**src/rtl/cpu_mem_arbiter.sv**
```systemverilog
// Two-requester arbiter (CPU, host loader) for a single-port working memory.
// Optional CPU anti-starvation guard enabled by defining ARB_STARVE_GUARD_EN.
module cpu_mem_arbiter #(
    parameter int unsigned AW         = 5,
    parameter int unsigned DW         = 8,
    parameter int unsigned MEM_LAT    = 1,
    parameter int unsigned STARVE_MAX = 4
) (
    input  logic          clk,
    input  logic          rst_n,
    input  logic          ena,
    input  logic          cpu_req,
    input  logic          cpu_we,
    input  logic [AW-1:0] cpu_addr,
    input  logic [DW-1:0] cpu_wdata,
    output logic          cpu_gnt,
    output logic          cpu_rvalid,
    output logic [DW-1:0] cpu_rdata,
    input  logic          host_req,
    input  logic          host_we,
    input  logic [AW-1:0] host_addr,
    input  logic [DW-1:0] host_wdata,
    output logic          host_gnt,
    output logic          host_rvalid,
    output logic [DW-1:0] host_rdata,
    output logic          mem_en,
    output logic          mem_we,
    output logic [AW-1:0] mem_addr,
    output logic [DW-1:0] mem_wdata,
    input  logic [DW-1:0] mem_rdata
);

    localparam logic [1:0] LatInit = 2'(MEM_LAT);

    typedef enum logic [1:0] {StIdle, StIssue, StWait} state_e;

    state_e        state_q, state_d;
    logic          host_sel_q, host_sel_d;
    logic          we_q, we_d;
    logic [AW-1:0] addr_q, addr_d;
    logic [DW-1:0] wdata_q, wdata_d;
    logic [1:0]    lat_q, lat_d;
    logic          pick_host;

`ifdef ARB_STARVE_GUARD_EN
    logic [3:0] starve_q, starve_d;

    always_comb begin
        starve_d = starve_q;
        if (cpu_gnt) begin
            starve_d = '0;
        end else if (cpu_req && (starve_q != 4'hF)) begin
            starve_d = starve_q + 4'd1;
        end
    end

    always_ff @(posedge clk or negedge rst_n) begin
        if (!rst_n) begin
            starve_q <= '0;
        end else begin
            starve_q <= starve_d;
        end
    end

    // A starved CPU overrides host priority for one arbitration.
    assign pick_host = host_req && !(cpu_req && (starve_q >= 4'(STARVE_MAX)));
`else
    assign pick_host = host_req;
`endif

    always_comb begin
        state_d     = state_q;
        host_sel_d  = host_sel_q;
        we_d        = we_q;
        addr_d      = addr_q;
        wdata_d     = wdata_q;
        lat_d       = lat_q;
        cpu_gnt     = 1'b0;
        host_gnt    = 1'b0;
        cpu_rvalid  = 1'b0;
        host_rvalid = 1'b0;
        mem_en      = 1'b0;
        mem_we      = 1'b0;
        unique case (state_q)
            StIdle: begin
                if (ena && (cpu_req || host_req)) begin
                    host_sel_d = pick_host;
                    we_d       = pick_host ? host_we    : cpu_we;
                    addr_d     = pick_host ? host_addr  : cpu_addr;
                    wdata_d    = pick_host ? host_wdata : cpu_wdata;
                    state_d    = StIssue;
                end
            end
            StIssue: begin
                mem_en   = 1'b1;
                mem_we   = we_q;
                cpu_gnt  = !host_sel_q;
                host_gnt = host_sel_q;
                if (we_q) begin
                    state_d = StIdle;
                end else begin
                    lat_d   = LatInit;
                    state_d = StWait;
                end
            end
            StWait: begin
                lat_d = lat_q - 2'd1;
                if (lat_q == 2'd1) begin
                    cpu_rvalid  = !host_sel_q;
                    host_rvalid = host_sel_q;
                    state_d     = StIdle;
                end
            end
            default: state_d = StIdle;
        endcase
    end

    always_ff @(posedge clk or negedge rst_n) begin
        if (!rst_n) begin
            state_q    <= StIdle;
            host_sel_q <= 1'b0;
            we_q       <= 1'b0;
            addr_q     <= '0;
            wdata_q    <= '0;
            lat_q      <= '0;
        end else begin
            state_q    <= state_d;
            host_sel_q <= host_sel_d;
            we_q       <= we_d;
            addr_q     <= addr_d;
            wdata_q    <= wdata_d;
            lat_q      <= lat_d;
        end
    end

    assign mem_addr   = addr_q;
    assign mem_wdata  = wdata_q;
    assign cpu_rdata  = mem_rdata;
    assign host_rdata = mem_rdata;

endmodule
```
**config.mk**
```make
export PLATFORM = sky130hd
export DESIGN_NAME = cpu_mem_arbiter
export DESIGN_NICKNAME = d
export VERILOG_FILES = /design/src/rtl/cpu_mem_arbiter.sv
export SDC_FILE = /design/constraint.sdc
export NUM_CORES = 1
export LEC_CHECK = 0
export CAP_MARGIN = 10
export CELL_PAD_IN_SITES_DETAIL_PLACEMENT = 1
export CELL_PAD_IN_SITES_GLOBAL_PLACEMENT = 2
export CORE_MARGIN = 2
export CORE_UTILIZATION = 18
export DETAILED_ROUTE_END_ITERATION = 8
export HOLD_SLACK_MARGIN = 0.03
export PLACE_DENSITY = 0.81
export SETUP_SLACK_MARGIN = 0.1
export SYNTH_ARGS = -nofsm -noshare
export SYNTH_HDL_FRONTEND = slang
export SYNTH_SLANG_ARGS = --single-unit
export TNS_END_PERCENT = 20
```
**constraint.sdc**
```tcl
create_clock -name clk -period 1.63 [get_ports clk]
set_input_delay 0.326 -clock clk [delete_from_list [all_inputs] [get_ports clk]]
set_output_delay 0.326 -clock clk [all_outputs]
set_load 0.01 [all_outputs]
```
Word level (Yosys, flattened, before mapping)
Cells that the tools add are included.
Widths: inputs -> output; s select.
Storage, ports and cells
  input port bits: 41
  word-level logic and storage cells: 38
  flip-flop bits (word level): 19
  output and inout bits: 35
Operators by class
  add/subtract/negate cells: 1
  equal/unequal tests: 6
  reductions and logical operators: 8
  muxes and demuxes: 17
Operator list (number)
  $mux 1: 9
  $mux 2: 4
  $mux 8: 1
  $ne 2x2->1 const B: 3
  $pmux 2 s3: 1
  $reduce_and 2->1: 3
  $mux 5: 1
  $eq 2x1->1 const B: 2
  $pmux 2 s2: 1
  $eq 2x2->1 const B: 1
  $logic_not 2->1: 1
  $reduce_bool 2->1: 1
  $sub 2x1->2 const B: 1
  $logic_and 1x1->1: 1
  $logic_not 1->1: 1
  $logic_or 1x1->1: 1

Longest topological paths before layout
Gate-level depths: netlist (run 1).
  word-level depth: 4
  mapped depth: 5
  depth with buffers taken out: 4

Worst setup path before layout (run 1)
No wires, ideal clock.
  kind: register -> register
  start point: register state_q[1]
  end point: register addr_q[0] (netlist: mem_addr[0])
  path slack: 115 ps
  buffers on the path: 1
  cell stages (with the launch flop): 4
  arrival time: 1390 ps
  data required time: 1505 ps
  period minus slack after synthesis: 1515 ps
  path through: dfrtp_1 > nor4b_4 > buf_6 > mux2_2
On the way
  cells in the longest elaborated chain, start to end: 2
Ends and longest elaborated chain
  start, declared: RTL line 37  | state_e state_q, state_d;
  start signal, assigned: RTL line 120  | state_q <= StIdle;
  start signal, assigned: RTL line 127  | state_q <= state_d;
  $logic_not 2->1: RTL line 84  | unique case (state_q)
  $reduce_and 2->1 (no source line)
  end signal, assigned: RTL line 130  | addr_q <= addr_d;
  end, declared: RTL line 40  | logic [AW-1:0] addr_q, addr_d;
Every way passes these cells.
A chain may end at the register's enable or synchronous reset.

Worst setup path in the final report (run 1)
  start point: input cpu_req
  end point: register wdata_q[1] (netlist: mem_wdata[1])
On the way
  cells in the longest elaborated chain, start to end: 3
Ends and longest elaborated chain
  start, declared: RTL line 12  | input logic cpu_req,
  $logic_or 1x1->1: RTL line 86  | if (ena && (cpu_req || host_req)) begin
  $logic_and 1x1->1: RTL line 86
  $reduce_and 2->1 (no source line)
  end signal, assigned: RTL line 131  | wdata_q <= wdata_d;
  end, declared: RTL line 41  | logic [DW-1:0] wdata_q, wdata_d;
Every way passes these cells.

==> impl_metrics.json, run 1 <==
{
  "timing.final.ws_setup_ns": 0.0327,
  "crit_path_max_fanout": 7,
  "syn_nets": 130,
  "clk-insertion-delay-late_ns": 0.26,
  "status": "finished, final reports clean",
  "cts_sinks": 19,
  "crit_chain": "clkdlybuf4s50_1, nor2_2, nor4b_4, buf_6, mux2_4",
  "period_share": 0.980,
  "grt_max_degree": 20,
  "synth_most_common_cell": "mux2_2",
  "synth_edf_count": 0,
  "io_buffers": 51,
  "cts.reportedPaths.clkPinSlew_ns": 0.08,
  "crit_slowest_cell": "clkdlybuf4s50_1",
  "worst_pin_slew_ns": 0.366,
  "dp_hpwl_um": 2320,
  "max_cap_violations": 0,
  "vias": 828,
  "area_growth_pct": 65.0,
  "p_sw_w": 0.000811,
  "place_inst": 203,
  "grt.total_usage": 0.0909,
  "syn_inst": 88,
  "slew_headroom": 0.755,
  "top_layer": "met4",
  "yosysTopAreaCellShare": 0.439,
  "wl_per_cell_um": 14.2,
  "avgViaCountPerCell": 3.87,
  "htree_levels": 1,
  "cp_top_family": "buffers and inverters",
  "die_x_um": 81.5,
  "gp_congestion": 0.665,
  "cp_num_buf_inv": 2,
  "rows": 28,
  "ios": 76,
  "ctsLongestPathBuffers": 2,
  "finClkSkew_ns": 0.0108,
  "setup_tns_ns": 0,
  "max_freq_mhz": 626,
  "start_util": 0.185,
  "power.leakage_nw": 0.849,
  "synthTopCellsByArea": "dfrtp_1 44%, mux2_2 28%, buf_4 11%, nor4b_4 2.2%, buf_6 2.1%",
  "synth_top_area_cell": "dfrtp_1",
  "hold_viol": 0,
  "drc": 0,
  "p_comb_frac": 0.538,
  "core_um2": 5850,
  "cp.arrival_ns": 1.73,
  "instances_no_fill": 214,
  "postCtsHoldBufs": 0,
  "die_h_um": 81.5,
  "grt_pass1_vias": 926,
  "reg2reg_slack_ns": 0.05,
  "synth_ff_type": "dfrtp_1",
  "worstPathRequired_ns": 1.76,
  "netlist_area_um2": 1080,
  "grt_first_pass_wirelength_um": 4580,
  "met2_length_um": 1490,
  "n_antenna_cell": 0,
  "start_kind": "primary input",
  "grt_antenna_before_repair": 0,
  "nNetsFinal": 182,
  "ys_warn_count": 0,
  "cp-end-kind": "register",
  "root_buffer": "clkbuf_8",
  "switching_share": 0.316,
  "finalMaxSlewViolations": 0,
  "synth_commonest_cells": "27 x mux2_2, 19 x dfrtp_1, 16 x buf_4",
  "ir_drop_mv": 0.368,
  "rsz0062_at_grt": "yes",
  "totalWireLength_um": 3030,
  "drive_above_1_share": 0.410,
  "dp_slack_ns": -0.224,
  "critPathKind": "in -> reg",
  "synth_cell_types": 20,
  "seq_power_share": 0.332,
  "dieArea_um2": 6650,
  "cts_tree": "yes",
  "syn_area_per_cell_um2": 12.3,
  "route.met3.wl_um": 238,
  "synth.ff_latch_count": 19,
  "cts_made_buffers": 3,
  "initialDrtViolationCount": 20,
  "first_pass_iters": 3,
  "wl_met1_um": 1280,
  "pwr-share-clk": 0.130,
  "cellInternalPower_w": 0.00176,
  "grt_overflow": 0,
  "yosysSeqAreaShare": 0.439,
  "async_reset_ff_frac": 1.00,
  "power_w": 0.00257,
  "hold_class": "in -> async",
  "pwr_density_cell_nw_per_um2": 1440,
  "setup_viol": 0,
  "fin_crit_ns": 1.60,
  "detail-route-antenna-nets": 0,
  "critical-path-max-stage-delay_ns": 0.48
}
==> worst register-to-register path: stages, from the launching register on <==
cell and delay [ns]:
dfrtp_1 0.40, buf_6 0.13, nor4b_4 0.40, buf_6 0.22
mux2_4 0.31
==> cell type report <==
cell class / count / area [µm²]
Timing Repair Buffer: 66 / 646
Clock buffer: 3 / 41.3
Inverter: 3 / 13.8
Fill cell: 652 / 4070
Sequential cell: 19 / 475
Multi-Input combinational cell: 47 / 508
Tap cell: 75 / 93.8
Clock inverter: 1 / 7.51
==> cell usage in the layout (no fill, tap or decap), drive strengths merged, types with 3 or more instances in the layout <==
cell           Yosys  layout
mux2              27      27
clkdlybuf4s50      0      35
dfrtp             19      19
nor2               5       5
clkbuf             1       5
dlymetal6s2s       0      10
buf               18      18
inv                3       3
==> routing by layer <==
metal / global-route usage / vias to the layer above
met5: 0 / -
li1: - / 389
met3: 0.0275 / 7
met4: 0.0220 / 0
met1: 0.108 / 404
met2: 0.160 / 28
==> registers in the layout, summed over array words and instances (netlist names) <==
name        flops
host_sel_q      1
we_q            1
mem_addr        5
mem_wdata       8
lat_q           2
state_q         2
==> per-stage QoR <==
| step | hold WS (ns) | area [µm²] | util |
|---|---|---|---|
| after floorplan | 0.0304 | 1080 | - |
| after global placement | 0.464 | 1600 | 0.274 |
| after detailed placement | 0.472 | 1600 | 0.274 |
| after CTS | 0.417 | 1670 | 0.286 |
| after global routing | 0.434 | 1790 | 0.305 |
| final | 0.414 | 1790 | 0.305 |
==> power by group through the flow <==
stage	Clock (W)	Sequential (W)	Combinational [W]
after floorplan	0	0.000915	0.000461
after global placement	0	0.000849	0.00110
after detailed placement	0	0.000860	0.00113
after CTS	0.000348	0.000860	0.00125
after global routing	0.000376	0.000896	0.00150
final	0.000333	0.000853	0.00138
==> final timing paths <==
| path | start | to | depth (start not counted) |
|---|---|---|---|
| max reg2reg | state_q[0] | mem_wdata[1] | 4 |
| min reg2reg | we_q | state_q[1] | 1 |
| max in group asynchronous | rst_n | lat_q[1] | 2 |
| max | cpu_req | mem_wdata[1] | 5 |
| min in group clk | we_q | state_q[1] | 1 |
| min | rst_n | mem_wdata[6] | 2 |
==> cell families (layout without fill, tap and decap cells) <==
family,after synthesis,after routing,share of synthesized area
AOI/OAI and AO/OA,4,4,0.0266
adders and majority gates,1,1,0.0116
buffers and inverters,22,73,0.146
DFF,19,19,0.439
muxes,29,29,0.299
and+or+nand+nor,13,13,0.0775
==> repair_timing <==
item / CTS / global route
gates cloned: 0 / 1
endpoints found under the setup margin: 20 / 26
setup buffers: 4 / 3
pin swaps: 2 / 2
gates resized for setup: 18 / 36
Note: power is estimated with default switching activity, not from simulation.
==> run 2: changes to the inputs <==
--- a/config.mk
+++ b/config.mk
@@ -6,14 +6,13 @@
 export NUM_CORES = 1
 export LEC_CHECK = 0
 export CAP_MARGIN = 10
-export CELL_PAD_IN_SITES_DETAIL_PLACEMENT = 1
-export CELL_PAD_IN_SITES_GLOBAL_PLACEMENT = 2
 export CORE_MARGIN = 2
-export CORE_UTILIZATION = 18
+export CORE_UTILIZATION = 31
 export DETAILED_ROUTE_END_ITERATION = 8
 export HOLD_SLACK_MARGIN = 0.03
-export PLACE_DENSITY = 0.81
+export PLACE_DENSITY = 0.79
 export SETUP_SLACK_MARGIN = 0.1
+export SLEW_MARGIN = 20
 export SYNTH_ARGS = -nofsm -noshare
 export SYNTH_HDL_FRONTEND = slang
 export SYNTH_SLANG_ARGS = --single-unit
==> impl_metrics.json, run 2 (synthesized netlist as in run 1, its figures left out) <==
{
  "start_kind": "register",
  "pwr_density_cell_nw_per_um2": 1400,
  "ctsLongestPathBuffers": 2,
  "n_antenna_cell": 0,
  "initialDrtViolationCount": 14,
  "drc": 0,
  "fin_crit_ns": 1.62,
  "power_w": 0.00232,
  "rsz0062_at_grt": "yes",
  "totalWireLength_um": 2530,
  "cts_sinks": 19,
  "dieArea_um2": 3980,
  "area_growth_pct": 53.4,
  "core_um2": 3340,
  "hold_class": "in -> async",
  "start_util": 0.324,
  "grt_first_pass_wirelength_um": 4110,
  "max_freq_mhz": 617,
  "finalMaxSlewViolations": 0,
  "power.leakage_nw": 0.821,
  "dp_hpwl_um": 1970,
  "finClkSkew_ns": 0.0101,
  "cts_tree": "yes",
  "io_buffers": 51,
  "crit_chain": "buf_4, buf_4, nor4b_4, buf_12, mux2_2",
  "drive_above_1_share": 0.404,
  "die_x_um": 63.1,
  "grt_pass1_vias": 916,
  "setup_tns_ns": 0,
  "crit_slowest_cell": "dfrtp_1",
  "final_cell_mix": "32 x clkdlybuf4s50_1, 24 x mux2_2, 18 x dfrtp_1",
  "cp.arrival_ns": 1.80,
  "critPathKind": "reg -> reg",
  "avgViaCountPerCell": 4.41,
  "status": "finished, final reports clean",
  "nNetsFinal": 179,
  "slew_headroom": 0.831,
  "cts.reportedPaths.clkPinSlew_ns": 0.11,
  "largest_register_ffs": 8,
  "rows": 21,
  "grt_max_degree": 20,
  "vias": 803,
  "wl_per_cell_um": 13.9,
  "worst_pin_slew_ns": 0.253,
  "cts_made_buffers": 3,
  "hold_viol": 0,
  "critical-path-max-stage-delay_ns": 0.39,
  "worstPathRequired_ns": 1.81,
  "grt.total_usage": 0.130,
  "cp-end-kind": "register",
  "max_cap_violations": 0,
  "first_pass_iters": 4,
  "period_share": 0.994,
  "die_h_um": 63.1,
  "gp_congestion": 0.654,
  "crit_path_max_fanout": 15,
  "layout_commonest_cell": "clkdlybuf4s50_1",
  "grt_antenna_before_repair": 0,
  "clk-insertion-delay-late_ns": 0.29,
  "ios": 76,
  "ir_drop_mv": 0.760,
  "htree_levels": 1,
  "detail-route-antenna-nets": 0,
  "root_buffer": "clkbuf_4",
  "path_common_cell": "buf_4",
  "postCtsHoldBufs": 0,
  "fillers": 300,
  "grt_overflow": 0,
  "setup_viol": 0
}
## run 2: critical path, delay by kind of cell, from the launching register on
family        cells  cell delay, ns
flops             1            0.39
simple gates      1            0.31
mux               1            0.34
buf+inv           3            0.46
## run 2: repair_timing
item | in CTS | in global routing
pin swaps | 1 | 0
setup buffers | 2 | 0
gates resized for setup | 21 | 22
endpoints found under the setup margin | 16 | 33
## run 2: through the flow
step            util  hold WS [ns]  worst slack [ns]  area [µm²]  instances
2_1_floorplan      -        0.0304             0.115        1080         88
3_3_place_gp   0.477         0.457            -0.172        1590        176
3_5_place_dp   0.477         0.481            -0.223        1590        176
4_1_cts        0.489         0.391           0.00718        1630        182
5_1_grt        0.498         0.392           -0.0392        1660        182
6_report       0.498         0.385           0.00945        1660        182
## run 2: routing by layer
layer / share of wire / track usage / vias up
li1: - / - / 384
met1: 0.37 / 0.146 / 370
met2: 0.52 / 0.229 / 42
met3: 0.095 / 0.0393 / 7
met4: 0.013 / 0.0500 / 0
met5: 0 / 0 / -
## run 2: worst paths after layout
check	start	to	slack [ns]	cells after the start
worst max-delay path	state_q[1]	mem_addr[2]	0.009	5
worst min-delay path	rst_n	state_q[1]	0.38	2
worst max register to register	state_q[1]	mem_addr[2]	0.009	5
worst min register to register	we_q	state_q[1]	0.49	1
max in group asynchronous	rst_n	state_q[0]	1.02	2
min in group clk	we_q	state_q[1]	0.49	1
## run 2: power by group
part | leakage, nW | switching, W | internal (W) | total [W]
Combinational | 0.583 | 0.000468 | 0.000768 | 0.00124
Sequential | 0.223 | 0.000143 | 0.000706 | 0.000849
Clock | 0.0150 | 0.000138 | 0.0000951 | 0.000234
Total | 0.821 | 0.000750 | 0.00157 | 0.00232
## run 2: area by class of cell
type                       count  area [µm²]  area share
timing repair buffer          63         616       0.371
sequential                    19         477       0.287
multi-input combinational     47         473       0.285
tap                           46        57.6      0.0347
clock buffer                   4        26.3      0.0158
inverter                       3        11.3     0.00678
